File: src/rtl/status_flag_blk.sv
// Status-bit transfer block: moves a single rdata status bit to the master
// over a valid/master_ready handshake, counts completed transfers, and flags
// slave-side protocol violations while an offer is stalled.
//
// Handshake semantics: a transfer completes on a rising edge where
// valid=1 and master_ready=1. Once valid is raised against master_ready=0,
// the slave must hold valid high and rdata stable until the transfer
// completes. Dropping valid or changing rdata during the stall is a
// violation and sets the sticky proto_err flag.
module status_flag_blk #(
  parameter int CNT_W = 8
) (
  input  logic             clk,
  input  logic             rst,
  input  logic             rdata,
  input  logic             master_ready,
  input  logic             valid,
  input  logic             err_clr,
  output logic             sin,
  output logic             xfer,
  output logic             pending,
  output logic             proto_err,
  output logic [CNT_W-1:0] xfer_cnt
);

  // FSM encoding; the state register itself drives pending, so the state
  // is always observable at the port.
  localparam logic [0:0] IDLE = 1'b0;
  localparam logic [0:0] WAIT = 1'b1;

  localparam logic [CNT_W-1:0] CNT_ONE = CNT_W'(1);

  logic [0:0] state;
  logic [0:0] state_nxt;
  logic       hold;
  logic       hs;
  logic       viol;
  logic       enter_wait;

  assign hs = valid & master_ready;

  // Next-state and violation detection for the stall tracker.
  always_comb begin
    state_nxt  = state;
    viol       = 1'b0;
    enter_wait = 1'b0;
    case (state)
      IDLE: begin
        if (valid && !master_ready) begin
          state_nxt  = WAIT;
          enter_wait = 1'b1;
        end
      end
      WAIT: begin
        if (!valid) begin
          // Offer withdrawn before the master took it.
          viol      = 1'b1;
          state_nxt = IDLE;
        end else begin
          // Data must stay stable while stalled; a handshake still
          // completes on the same edge even if it changed.
          if (rdata != hold) viol = 1'b1;
          if (master_ready) state_nxt = IDLE;
        end
      end
      default: state_nxt = IDLE;
    endcase
  end

  // State register; pending is a direct copy of it.
  always_ff @(posedge clk) begin
    if (rst) state <= IDLE;
    else     state <= state_nxt;
  end

  assign pending = state[0];

  // Capture the offered bit when a stall begins, for stability checking.
  always_ff @(posedge clk) begin
    if (rst)             hold <= 1'b0;
    else if (enter_wait) hold <= rdata;
  end

  // Transfer datapath: status bit, completion pulse and wrapping counter.
  always_ff @(posedge clk) begin
    if (rst) begin
      sin      <= 1'b0;
      xfer     <= 1'b0;
      xfer_cnt <= '0;
    end else if (hs) begin
      sin      <= rdata;
      xfer     <= 1'b1;
      xfer_cnt <= xfer_cnt + CNT_ONE;
    end else begin
      xfer     <= 1'b0;
    end
  end

  // Sticky error flag; a new violation outranks a same-edge clear.
  always_ff @(posedge clk) begin
    if (rst)          proto_err <= 1'b0;
    else if (viol)    proto_err <= 1'b1;
    else if (err_clr) proto_err <= 1'b0;
  end

endmodule

File: config.mk
export PLATFORM = sky130hd
export DESIGN_NAME = status_flag_blk
export DESIGN_NICKNAME = d
export VERILOG_FILES = /design/src/rtl/status_flag_blk.sv
export SDC_FILE = /design/constraint.sdc
export NUM_CORES = 1
export LEC_CHECK = 0
export CAP_MARGIN = 15
export CORE_AREA = 4 4 41 43
export CTS_BUF_LIST = sky130_fd_sc_hd__clkbuf_16
export DETAILED_ROUTE_END_ITERATION = 16
export DIE_AREA = 0 0 45 47
export GPL_TIMING_DRIVEN = 1
export PLACE_DENSITY = 0.7
export RECOVER_POWER = 100
export SETUP_SLACK_MARGIN = 0.4
export SLEW_MARGIN = 20
export SYNTH_ARGS = -nofsm -noshare
export SYNTH_HDL_FRONTEND = slang
export SYNTH_SLANG_ARGS = --single-unit
File: constraint.sdc
create_clock -name clk -period 1.8 [get_ports clk]
set_input_delay 0.18 -clock clk [delete_from_list [all_inputs] [get_ports clk]]
set_output_delay 0.18 -clock clk [all_outputs]
set_load 0.02 [all_outputs]
==> summary.md <==
| Metric | Value |
|---|---|
| Outcome | completed |
| Clk pin slew, worst setup/hold paths | around 0.040 ns |
| CTS tree | done |
| Post-layout util | 0.577 |
| Max-slew violations | 0 |
| R2R depth | 4 |
| Vias in the first global route | between 400 and 500 |
| Fillers | around 130 |
| Clock sinks | 13 |
| Critical R2R Launch | xfer_cnt[0] |
| Synth Area per Inst | around 9 µm² |
| Peak VDD IR | 0.000748 V |
| Setup crit end kind | flop |
| Rows | 13 |
| CTS buffer count | 3 |
| Setup TNS | 0 ns |
| Layout Skew | roughly 0.0029 ns |
| Slew headroom | 0.685 |
| Tot GR Track Use | 0.143 |
| Post-CTS Hold Buffers | 0 |
| First-pass GRT wire length | slightly above 2 mm |
| Slowest stage cell on the critical path | dlygate4sd3_1 |
| Fmax | between 600 and 700 MHz |
| CP max FO | 7 |
| CP Data Required Time | ~2.0 ns |
| Hold depth | 2 |
| Layout area overhead | 45.3% |
| Post-synth design cell area | 517 µm² |
| Via density | around 5.2 |
| Antenna diodes | 0 |
| Max Cap Viol | 0 |
| Clock latency on the worst-skew pair | 0.24 ns |
| Synth warn | 0 |
| Tcrit/Tclk final | 0.812 |
| Starting density of the core | 0.397 |
| Crit path from | valid |
| CP Launch Type | input pin |
| Synth cell types | 20 |
| DRC Markers | 0 |
| Share of cells above drive strength 1 | 0.0385 |
| Initial antenna violation count | 0 |
| Setup Fix Bufs, Post-CTS | 0 |
| CP Class | in2reg |
| Largest net degree at the start of global routing | 14 |
| Worst-Margin Slew | 0.470 ns |
| CP Cell Sequence | dlygate4sd3_1, nand4_1, or4_1, a21oi_1 |
| Final RePlAce weighted congestion | about 0.73 |
| Post-Synthesis Cells | 58 |
| Post-synthesis net count | 65 |
| Layout Nets | 86 |
| Final hold viol count | 0 |
| Routed WL | between 1 and 1.5 mm |
| Seq cells post-synth | 13 |
| Core ar. | around 1300 µm² |
| DP Wirelength | between 800 and 900 µm |
| Worst-case clock buffer depth | 2 |
| LEAKAGE | between 0.3 and 0.4 nW |
| Final setup fails | 0 |
| # port buffers | 17 |
| Hold Startpoint | master_ready |
| Max stage delay on crit path | approximately 0.65 ns |
| Reg-to-reg setup timing slack | roughly 0.51 ns |
| I/O pin count | 18 |
| Overall power | between 700 and 800 µW |
| Pwr Density | 1010 nW/µm² |
| Remaining Overflow, GRT | 0 |
| DR pass1 iterations | 3 |
| Die extent in y | ~47 µm |
| Dpl cells | between 80 and 90 |
| Hold Crit Class | in2reg |
| Hold_ws | roughly 0.27 ns |
| Post-route minimum period | 1.46 ns |
| Drt first-iter violations | 9 |
| Crit path DAT | approximately 1.6 ns |
| Seq/Total Area, Yosys | 0.504 |
| H-tree depth | 1 |
| Die extent in x | between 40 and 50 µm |
| Via count | between 400 and 500 |
| RSZ-0062 raised after global routing | yes |
| Die area | 2120 µm² |
| Antenna-violating nets left | 0 |
| Finished Layout Cells | between 90 and 100 |
| CTS root buf | clkbuf_16 |
| Routed len/inst | about 12 µm |
## layout make-up
type | count | area, µm² | area share
multi-input combinational | 41 | 235 | 0.313
clock inverter | 1 | 3.75 | 0.00500
timing repair buffer | 17 | 146 | 0.195
inverter | 3 | 11.3 | 0.0150
sequential | 13 | 260 | 0.347
clock buffer | 3 | 75.1 | 0.100
tap | 15 | 18.8 | 0.0250
## worst max-delay path: cells and delay by family
kind,cells,cell delay [ns]
compound gates,1,0.15
simple gates,2,0.65
buf+inv,1,0.65
## state kept, by name (all words and copies together), names as in the netlist
name / count
xfer_cnt: 8
hold: 1
pending: 1
proto_err: 1
sin: 1
xfer: 1
## path summary, 6_finish.rpt
path                      end
setup / recovery  xfer_cnt[7]
hold / removal        pending
setup reg to reg  xfer_cnt[4]
hold reg to reg           sin
## cell usage after synthesis
master     n  share of area
nand2b_1   1          0.012
xnor2_1    1          0.017
xor2_1     2          0.034
nor3_1     1         0.0097
ha_1       1          0.024
a21oi_1    8          0.077
dfxtp_1   13           0.50
clkbuf_1   1         0.0073
nor3b_1    1          0.015
nand2_1    4          0.029
or3_1      4          0.048
nand3_1    4          0.039
inv_1      3          0.022
o31ai_1    1          0.015
nand4_2    1          0.024
or4_1      1          0.015
o21ai_0    5          0.048
mux2i_1    1          0.019
nor2_1     4          0.029
nand4_1    1          0.012
## metal layers
metal  vias up  wire (µm)  GRT usage
met5         -          0          0
met2         8        524      0.198
met1       224        521      0.167
li1        245          -          -
met3         4         67     0.0766
met4         0         33      0.105
## kinds of logic (layout without fill, tap and decap cells)
group / count (synthesis) / in the layout / synth area share
simple gates: 22 / 22 / 0.232
xor+xnor: 3 / 3 / 0.0509
fa+ha+maj: 1 / 1 / 0.0242
mux: 1 / 1 / 0.0194
buf+inv: 4 / 24 / 0.0290
compound gates: 14 / 14 / 0.140
flops: 13 / 13 / 0.504
## power breakdown
| group | internal, mW | switching (mW) |
|---|---|---|
| Sequential | 0.297 | 0.00554 |
| Combinational | 0.0229 | 0.0271 |
| Clock | 0.292 | 0.114 |
| Total | 0.612 | 0.147 |
## cells in the final DEF, fill, tap and decap left out
cell type / count
clkdlybuf4s50_1: 2
clkbuf_16: 3
o31ai_1: 1
or4_1: 1
clkbuf_1: 3
nand2b_1: 1
nor3_1: 1
o21ai_0: 5
dlygate4sd2_1: 6
inv_1: 4
a21oi_1: 8
nor2_1: 4
nor3b_1: 1
dlygate4sd3_1: 5
ha_1: 1
xnor2_1: 1
or3_1: 4
dlymetal6s2s_1: 1
nand2_1: 4
mux2i_1: 1
dfxtp_1: 13
xor2_1: 2
nand3_1: 4
nand4_1: 2
## repair_timing
action / in CTS / in global routing
endpoints found under the setup margin: 6 / 7
cloned: 0 / 0
resized for setup: 6 / 5
## metrics by stage
stage	worst slack (ns)	cell area, µm²
floorplan	0.472	517
global placement	0.235	702
detailed placement	0.187	702
CTS	0.402	773
global route	0.211	751
finish	0.338	751
Note: power is estimated with default switching activity, not from simulation.
